[src/rtl/fu_operand_stage.sv]
// -----------------------------------------------------------------------------
// fu_operand_stage
//
// Operand fetch / issue stage in front of a single-cycle function unit.
// Holds an 8 x 16-bit register file with two read ports (ra, rb) and one
// write port. An accepted instruction registers its operands and function
// select toward the function unit (ISSUE). During the following cycle the
// function unit computes combinationally from those registers, and its result
// and flags are committed at the end of that cycle (EXE). Issue-to-commit
// latency is two rising edges, and throughput is one instruction per cycle.
//
// A read-after-write hazard exists when the instruction presented on instr_in
// reads the register that the instruction in EXE is about to write.
//   OPFWD_EN defined   : the hazarding operand is taken straight from f_in,
//                        so the stream never stalls.
//   OPFWD_EN undefined : instr_ready_out drops for one cycle while the write
//                        lands. The instruction then issues from the updated
//                        register file.
//
// Parameters
//   ZERO_R0   1: r0 always reads as zero and writes to it are dropped.
//             The flag register is still updated by an instruction targeting r0.
//   NZ_RESET  value loaded into nz_flags_out by reset.
//
// Ports
//   clk              rising-edge clock
//   rst_n            asynchronous active-low reset
//   instr_valid_in   instruction word present on instr_in
//   instr_ready_out  stage accepts instr_in this cycle (valid & ready = transfer)
//   instr_in         [15:12] fs, [11:9] rd, [8:6] ra, [5:3] rb, [2:0] unused
//   a_out, b_out     registered operands to the function unit
//   fs_out           registered function select (fs_t width, 4 bits)
//   exe_valid_out    a_out/b_out/fs_out carry a live instruction
//   f_in, nz_in      function unit result and flags for the EXE instruction
//   nz_flags_out     last committed flags
//   dbg_addr_in      debug register select
//   dbg_data_out     combinational register read; the r0 rule applies
//
// Configuration macro: OPFWD_EN (operand forwarding from f_in).
// -----------------------------------------------------------------------------
module fu_operand_stage #(
  parameter int         ZERO_R0  = 1,
  parameter logic [1:0] NZ_RESET = 2'b00
) (
  input  logic        clk,
  input  logic        rst_n,
  input  logic        instr_valid_in,
  output logic        instr_ready_out,
  input  logic [15:0] instr_in,
  output logic [15:0] a_out,
  output logic [15:0] b_out,
  output logic [3:0]  fs_out,
  output logic        exe_valid_out,
  input  logic [15:0] f_in,
  input  logic [1:0]  nz_in,
  output logic [1:0]  nz_flags_out,
  input  logic [2:0]  dbg_addr_in,
  output logic [15:0] dbg_data_out
);

  localparam int DATA_W = 16;
  localparam int FS_W   = 4;
  localparam int NREG   = 8;
  localparam bit ZR     = (ZERO_R0 != 0);

  // Instruction fields
  logic [FS_W-1:0] fs_dec;
  logic [2:0]      rd_dec;
  logic [2:0]      ra_dec;
  logic [2:0]      rb_dec;
  logic            unused_bits;

  assign fs_dec      = instr_in[15:12];
  assign rd_dec      = instr_in[11:9];
  assign ra_dec      = instr_in[8:6];
  assign rb_dec      = instr_in[5:3];
  assign unused_bits = ^instr_in[2:0];

  // Architectural state
  logic [DATA_W-1:0] rf [NREG];
  logic [1:0]        nz_p2;

  // ISSUE -> EXE pipeline registers
  logic [DATA_W-1:0] a_p1;
  logic [DATA_W-1:0] b_p1;
  logic [FS_W-1:0]   fs_p1;
  logic [2:0]        rd_p1;
  logic              vld_p1;

  // Register file read ports. r0 reads as zero when ZERO_R0 is set.
  logic [DATA_W-1:0] ra_val;
  logic [DATA_W-1:0] rb_val;

  always_comb begin
    ra_val = rf[ra_dec];
    if (ZR && (ra_dec == 3'd0)) ra_val = '0;
  end

  always_comb begin
    rb_val = rf[rb_dec];
    if (ZR && (rb_dec == 3'd0)) rb_val = '0;
  end

  // The debug port sees the register file before this cycle's write lands.
  always_comb begin
    dbg_data_out = rf[dbg_addr_in];
    if (ZR && (dbg_addr_in == 3'd0)) dbg_data_out = '0;
  end

  // Hazard detection against the instruction now in EXE. A discarded r0
  // write never produces a value worth waiting for.
  logic exe_writes;
  logic hz_a;
  logic hz_b;

  assign exe_writes = vld_p1 && !(ZR && (rd_p1 == 3'd0));
  assign hz_a       = exe_writes && (ra_dec == rd_p1);
  assign hz_b       = exe_writes && (rb_dec == rd_p1);

  logic [DATA_W-1:0] op_a;
  logic [DATA_W-1:0] op_b;

`ifdef OPFWD_EN
  // Forward the in-flight result so a dependent instruction issues at once.
  assign instr_ready_out = 1'b1;
  assign op_a            = hz_a ? f_in : ra_val;
  assign op_b            = hz_b ? f_in : rb_val;
`else
  // Hold off the dependent instruction for the one cycle its source is written.
  assign instr_ready_out = !(hz_a || hz_b);
  assign op_a            = ra_val;
  assign op_b            = rb_val;
`endif

  logic xfer;
  assign xfer = instr_valid_in && instr_ready_out;

  // ---- stage boundary: ISSUE -> EXE ----
  always_ff @(posedge clk or negedge rst_n) begin
    if (!rst_n) begin
      vld_p1 <= 1'b0;
      a_p1   <= '0;
      b_p1   <= '0;
      fs_p1  <= '0;
      rd_p1  <= '0;
    end else begin
      vld_p1 <= xfer;
      if (xfer) begin
        a_p1  <= op_a;
        b_p1  <= op_b;
        fs_p1 <= fs_dec;
        rd_p1 <= rd_dec;
      end
    end
  end

  assign a_out         = a_p1;
  assign b_out         = b_p1;
  assign fs_out        = fs_p1;
  assign exe_valid_out = vld_p1;

  // ---- stage boundary: EXE -> commit ----
  logic wr_en;
  assign wr_en = vld_p1 && !(ZR && (rd_p1 == 3'd0));

  always_ff @(posedge clk or negedge rst_n) begin
    if (!rst_n) begin
      for (int i = 0; i < NREG; i++) rf[i] <= '0;
      nz_p2 <= NZ_RESET;
    end else begin
      if (vld_p1) nz_p2 <= nz_in;
      if (wr_en) rf[rd_p1] <= f_in;
    end
  end

  assign nz_flags_out = nz_p2;

endmodule

[config.mk]
export PLATFORM = sky130hd
export DESIGN_NAME = fu_operand_stage
export DESIGN_NICKNAME = d
export VERILOG_FILES = /design/src/rtl/fu_operand_stage.sv
export SDC_FILE = /design/constraint.sdc
export NUM_CORES = 1
export LEC_CHECK = 0
export ABC_AREA = 1
export CORE_ASPECT_RATIO = 1.4
export CORE_MARGIN = 1.5
export CORE_UTILIZATION = 45
export DETAILED_ROUTE_END_ITERATION = 7
export PLACE_DENSITY = 0.65
export RECOVER_POWER = 100
export SLEW_MARGIN = 20
export SYNTH_ARGS = -nofsm -noshare
export SYNTH_HDL_FRONTEND = slang
export SYNTH_SLANG_ARGS = --single-unit
[constraint.sdc]
create_clock -name clk -period 2.3 [get_ports clk]
set_clock_uncertainty 0.15 [all_clocks]
set_input_delay 0.46 -clock clk [delete_from_list [all_inputs] [get_ports clk]]
set_output_delay 0.46 -clock clk [all_outputs]
set_load 0.02 [all_outputs]
# Word-level counts from Yosys, hierarchy flattened
# Index checks and enable logic that the tools add are counted.
# totals
regBits	170
word_cells	52
# op_classes
reduce_logical	12
n_bitwise	4
eq_ne	2
muxes	15
order_cmp	5
# ops
op	count
16-bit 2-to-1 mux	10
16-bit binary-select mux with 3-bit select	3
128-bit bitwise mux	1
16-bit demux with 3-bit select	1
4-bit >= comparator (second input constant)	4
3-bit NOT with 4-bit output	4
3-bit logical NOT	4
3-bit == test	2
1-bit logical AND	5
4-bit by 1-bit less-than comparator with 1-bit output (second input constant)	1
1-bit logical NOT	2
1-bit logical OR	1

# Depth between registers and ports, before layout
# logic_depth
word_depth	7
mapped_depth	11

# Worst setup path after synthesis
# OpenSTA, ideal clock, no wires.
# synth_path
path_type	in2out
from	input port dbg_addr_in[0]
to	output port dbg_data_out[8]
n_path_buf	3
required_ns	1.690
setup_slack_ns	-0.040
path_stages	9
arrival_ns	1.730
cell_sequence	buf_4 inv_1 buf_4 buf_4 a21oi_1 o21ai_0 o21ai_0 inv_1 o21ai_0
# synth_between
elab_chain_len	5
word_cells_on_any_way	6
classes_between	mux (4); bitwise (1); reduce/logical (1)
# synth_lines
element	line_no	text
start: declaration	57	input logic [2:0] dbg_addr_in,
3-bit NOT with 4-bit output (not written as such)	106	dbg_data_out = rf[dbg_addr_in];
16-bit binary-select mux with 3-bit select	106	
16-bit 2-to-1 mux (not written as such) (2 in a row)	106	
16-bit 2-to-1 mux (*)	107	if (ZR && (dbg_addr_in == 3'd0)) dbg_data_out = '0;
end: declaration	58	output logic [15:0] dbg_data_out
# Every way passes the cells marked *; elsewhere a longest branch is shown, timed or not. The select of a mux whose other input is x is not followed.

# Worst setup path after layout
# layout_path
from	input port dbg_addr_in[2]
to	output port dbg_data_out[1]
# The elaborated chain is that of the path after synthesis.

==> flow_summary_export.csv <==
group,metric,value,unit
run_status,status,"completed",
clock_network,htreeDepth,4,
die,initial_utilization,0.4623,
detailed_routing,drt-pass1-iter-count,6,
power_and_ir_drop,p_int,7.505,mW
timing,max_freq,0.4423,GHz
clock_network,cts_max_path_buffers,2,
clock_network,cts_buffers,17,
setup_path,crit_path_max_incr_delay,0.47,ns
setup_path,critPathLaunchType,"input port",
logic_synthesis,synth_nets,1530,
layout,regArea,4257,um2
global_routing,antenna_found_initial,0,
setup_path,cpLargestDelayFamily,"buffers and inverters",
layout,nNetsFinal,1610,
global_routing,grtUsageMet3,0.04439,
global_routing,grt_max_degree,55,
timing,hold_viol,0,
job,maxCapViolCount,0,
logic_synthesis,synth_area_leaders,"dfrtp_1, nand2_1, o21ai_0",
layout,drive_gt1_frac,0.1068,
power_and_ir_drop,power_density,1066,nW/um2
logic_synthesis,synth_most_common_cell,"nand2_1",
global_routing,met2_usage,0.4677,
die,die_w,128.2,um
detailed_routing,drt_iter0_drc,872,
timing,worst_slew_margin_rel,0.1524,
setup_path,crit_chain,"clkdlybuf4s50_1 -> inv_2 -> o21ai_4 -> buf_4 -> o21ai_1 -> buf_4",
setup_path,crit_top_cell,"buf_4",
logic_synthesis,synth_area,9876,um2
clock_network,clk_latency,0.44,ns
detailed_routing,drcViolationCount,0,
logic_synthesis,yosysTopAreaCell,"dfrtp_1",
logic_synthesis,synth_cell_type_count,23,
clock_network,cts_sinks,170,
place,dp_hpwl,21620,um
layout,multiInputGateArea,4587,um2
timing,fin_crit_sh,0.9831,
layout,area_growth,21.91,%
clock_network,cts_tree,"yes",
timing,setup_viol,0,
detailed_routing,avgViaCountPerCell,5.362,
logic_synthesis,ys_ff_latch,170,
die,die_y,178.3,um
clock_network,clk_pin_slew_worst_paths,0.07,ns
layout,utilization,0.5636,
logic_synthesis,synth_top_area_share,0.4308,
worst_hold_path,min_path_type,"reg2reg",
logic_synthesis,synthArstFlopShare,1.000,
setup_path,crit_buf_inv,4,
global_routing,grt_overflow,0,
setup_path,cp_max_fo,4,
setup_path,required,1.69,ns
detailed_routing,vias,10050,
power_and_ir_drop,peakVddDrop,546.0,uV
clock_network,cts_root_buffer,"clkbuf_16",
power_and_ir_drop,power_frac_seq,0.400,
place,finalWeightedCongestion,0.8941,
power_and_ir_drop,total_power,12.84,mW
detailed_routing,wl_per_cell,17.37,um
logic_synthesis,ys_warn_count,0,
die,coreArea,21360,um2
place,io_buffers,92,
power_and_ir_drop,p_switching,5.331,mW
die,pin_count,96,
power_and_ir_drop,pwr-share-clk,0.216,
logic_synthesis,synth-edff-count,0,
timing,finalMaxSlewViolations,0,
global_routing,grt_pass1_wl,51420,um
global_routing,grt-busiest-layer,"met2",
setup_path,critPathKind,"in2out",
global_routing,grtUsageTotal,0.2948,
detailed_routing,ant_nets,0,
power_and_ir_drop,combPwrFrac,0.384,
die,row_count,63,
power_and_ir_drop,sw_frac_of_total,0.4153,
logic_synthesis,seq_area_frac_synth,0.4308,
logic_synthesis,synth.avg_cell_area,6.628,um2
global_routing,first_global_vias,9356,
timing,worst_pin_slew,1.271,ns
global_routing,grtUsageMet1,0.3894,
timing,fin_setup_tns,0,ns
die,die_area,22860,um2
layout,nFillCells,2105,
logic_synthesis,postSynthCellCount,1490,
power_and_ir_drop,leakage,6.406,nW
logic_synthesis,synthFlopType,"dfrtp_1",
setup_path,endpoint_kind,"primary output",
layout,diodes,0,
detailed_routing,routed_wl,32570,um
setup_path,crit_path_top_delay_cell,"clkdlybuf4s50_1",
logic_synthesis,synth_common_cells,"nand2_1, o21ai_0, dfrtp_1",
timing,min_period,2.261,ns
setup_path,cp_data_arrival_time,1.65,ns
==> worst register-to-register path, cell delays in order, from the launching register on <==
cell and delay, ns:
dfrtp_1 0.50, inv_1 0.10, nor3_1 0.21, clkbuf_2 0.64, o21ai_0 0.21
==> final cells by class <==
| cell class | instances | share of cell area |
|---|---|---|
| clock inverter | 13 | 0.008834 |
| clock buffer | 19 | 0.03762 |
| tap | 292 | 0.03035 |
| inverter | 165 | 0.05228 |
| sequential | 170 | 0.3536 |
| multi-input combinational | 1045 | 0.3810 |
| timing repair buffer | 171 | 0.1364 |
==> power by group through the flow <==
stage                     Clock [mW]  Sequential, mW  Combinational (mW)
final                           2.77            5.14                4.93
after global placement             0            5.13                4.80
after detailed placement           0            5.15                4.89
after CTS                       2.81            5.11                4.88
after global routing            2.93            5.28                5.61
after floorplan                    0            5.10                2.93
==> metrics by stage <==
| step | hold WS [ns] | std cells | cell area, um2 | setup slack [ns] |
|---|---|---|---|---|
| final | 0.2284 | 1875 | 12040 | 0.03890 |
| after global routing | 0.2386 | 1875 | 12040 | -0.01255 |
| after CTS | 0.2302 | 1871 | 11910 | 0.004403 |
| after detailed placement | 0.2134 | 1837 | 11350 | -0.7896 |
| after global placement | 0.2155 | 1837 | 11350 | -0.7861 |
| after floorplan | 0.01441 | 1490 | 9876 | 0.02205 |
==> layout by cell type, fill, tap and decap left out, types with 7 or more instances in the layout <==
master	n
a21oi_1	40
a21oi_2	7
buf_12	9
buf_4	60
buf_6	11
clkbuf_16	19
clkbuf_2	10
clkdlybuf4s50_1	30
dfrtp_1	168
dlygate4sd3_1	40
inv_1	156
inv_2	7
inv_6	7
nand2_1	607
nand3_1	126
nand4_1	7
nor2_1	27
o21ai_0	194
o21ai_1	12
o21ai_2	10
==> cell families after synthesis <==
logic type | synth area share
AOI/OAI and AO/OA | 0.1361
DFF | 0.4308
xor gates and xnor gates | 0.001774
buffers and inverters | 0.1126
and+or+nand+nor | 0.3188
==> layer usage <==
layer	vias up	share of wire
met4	0	0.044
met2	490	0.47
li1	4829	-
met5	-	0
met3	93	0.074
met1	4641	0.41
==> state kept, by name, indices dropped and copies added (netlist names) <==
name,flops
nz_flags_out,2
a_out,16
rd_p1,3
rf,128
b_out,16
exe_valid_out,1
fs_out,4
==> worst paths after layout <==
path / end / startpoint / depth (start not counted) / slack [ns]
max in group asynchronous: rd_p1[1] / rst_n / 3 / 0.26
max: dbg_data_out[1] / dbg_addr_in[2] / 6 / 0.04
max reg2reg: rf[4] / rd_p1[2] / 4 / 0.33
min in group asynchronous: rf[35] / rst_n / 2 / 0.65
min: rf[123] / rf[123] / 0 / 0.23
min reg2reg: rf[123] / rf[123] / 0 / 0.23
==> timing repair <==
| item | in CTS | in global routing |
|---|---|---|
| gates resized for setup | 94 | 60 |
| pin swaps | 0 | 4 |
| setup endpoints to repair | 17 | 17 |
| cloned | 1 | 3 |
| setup buffers | 0 | 1 |
| endpoints found under the hold margin | 37 | 0 |
| hold buffers | 1 | 0 |
Note: power is estimated with default switching activity, not from simulation.
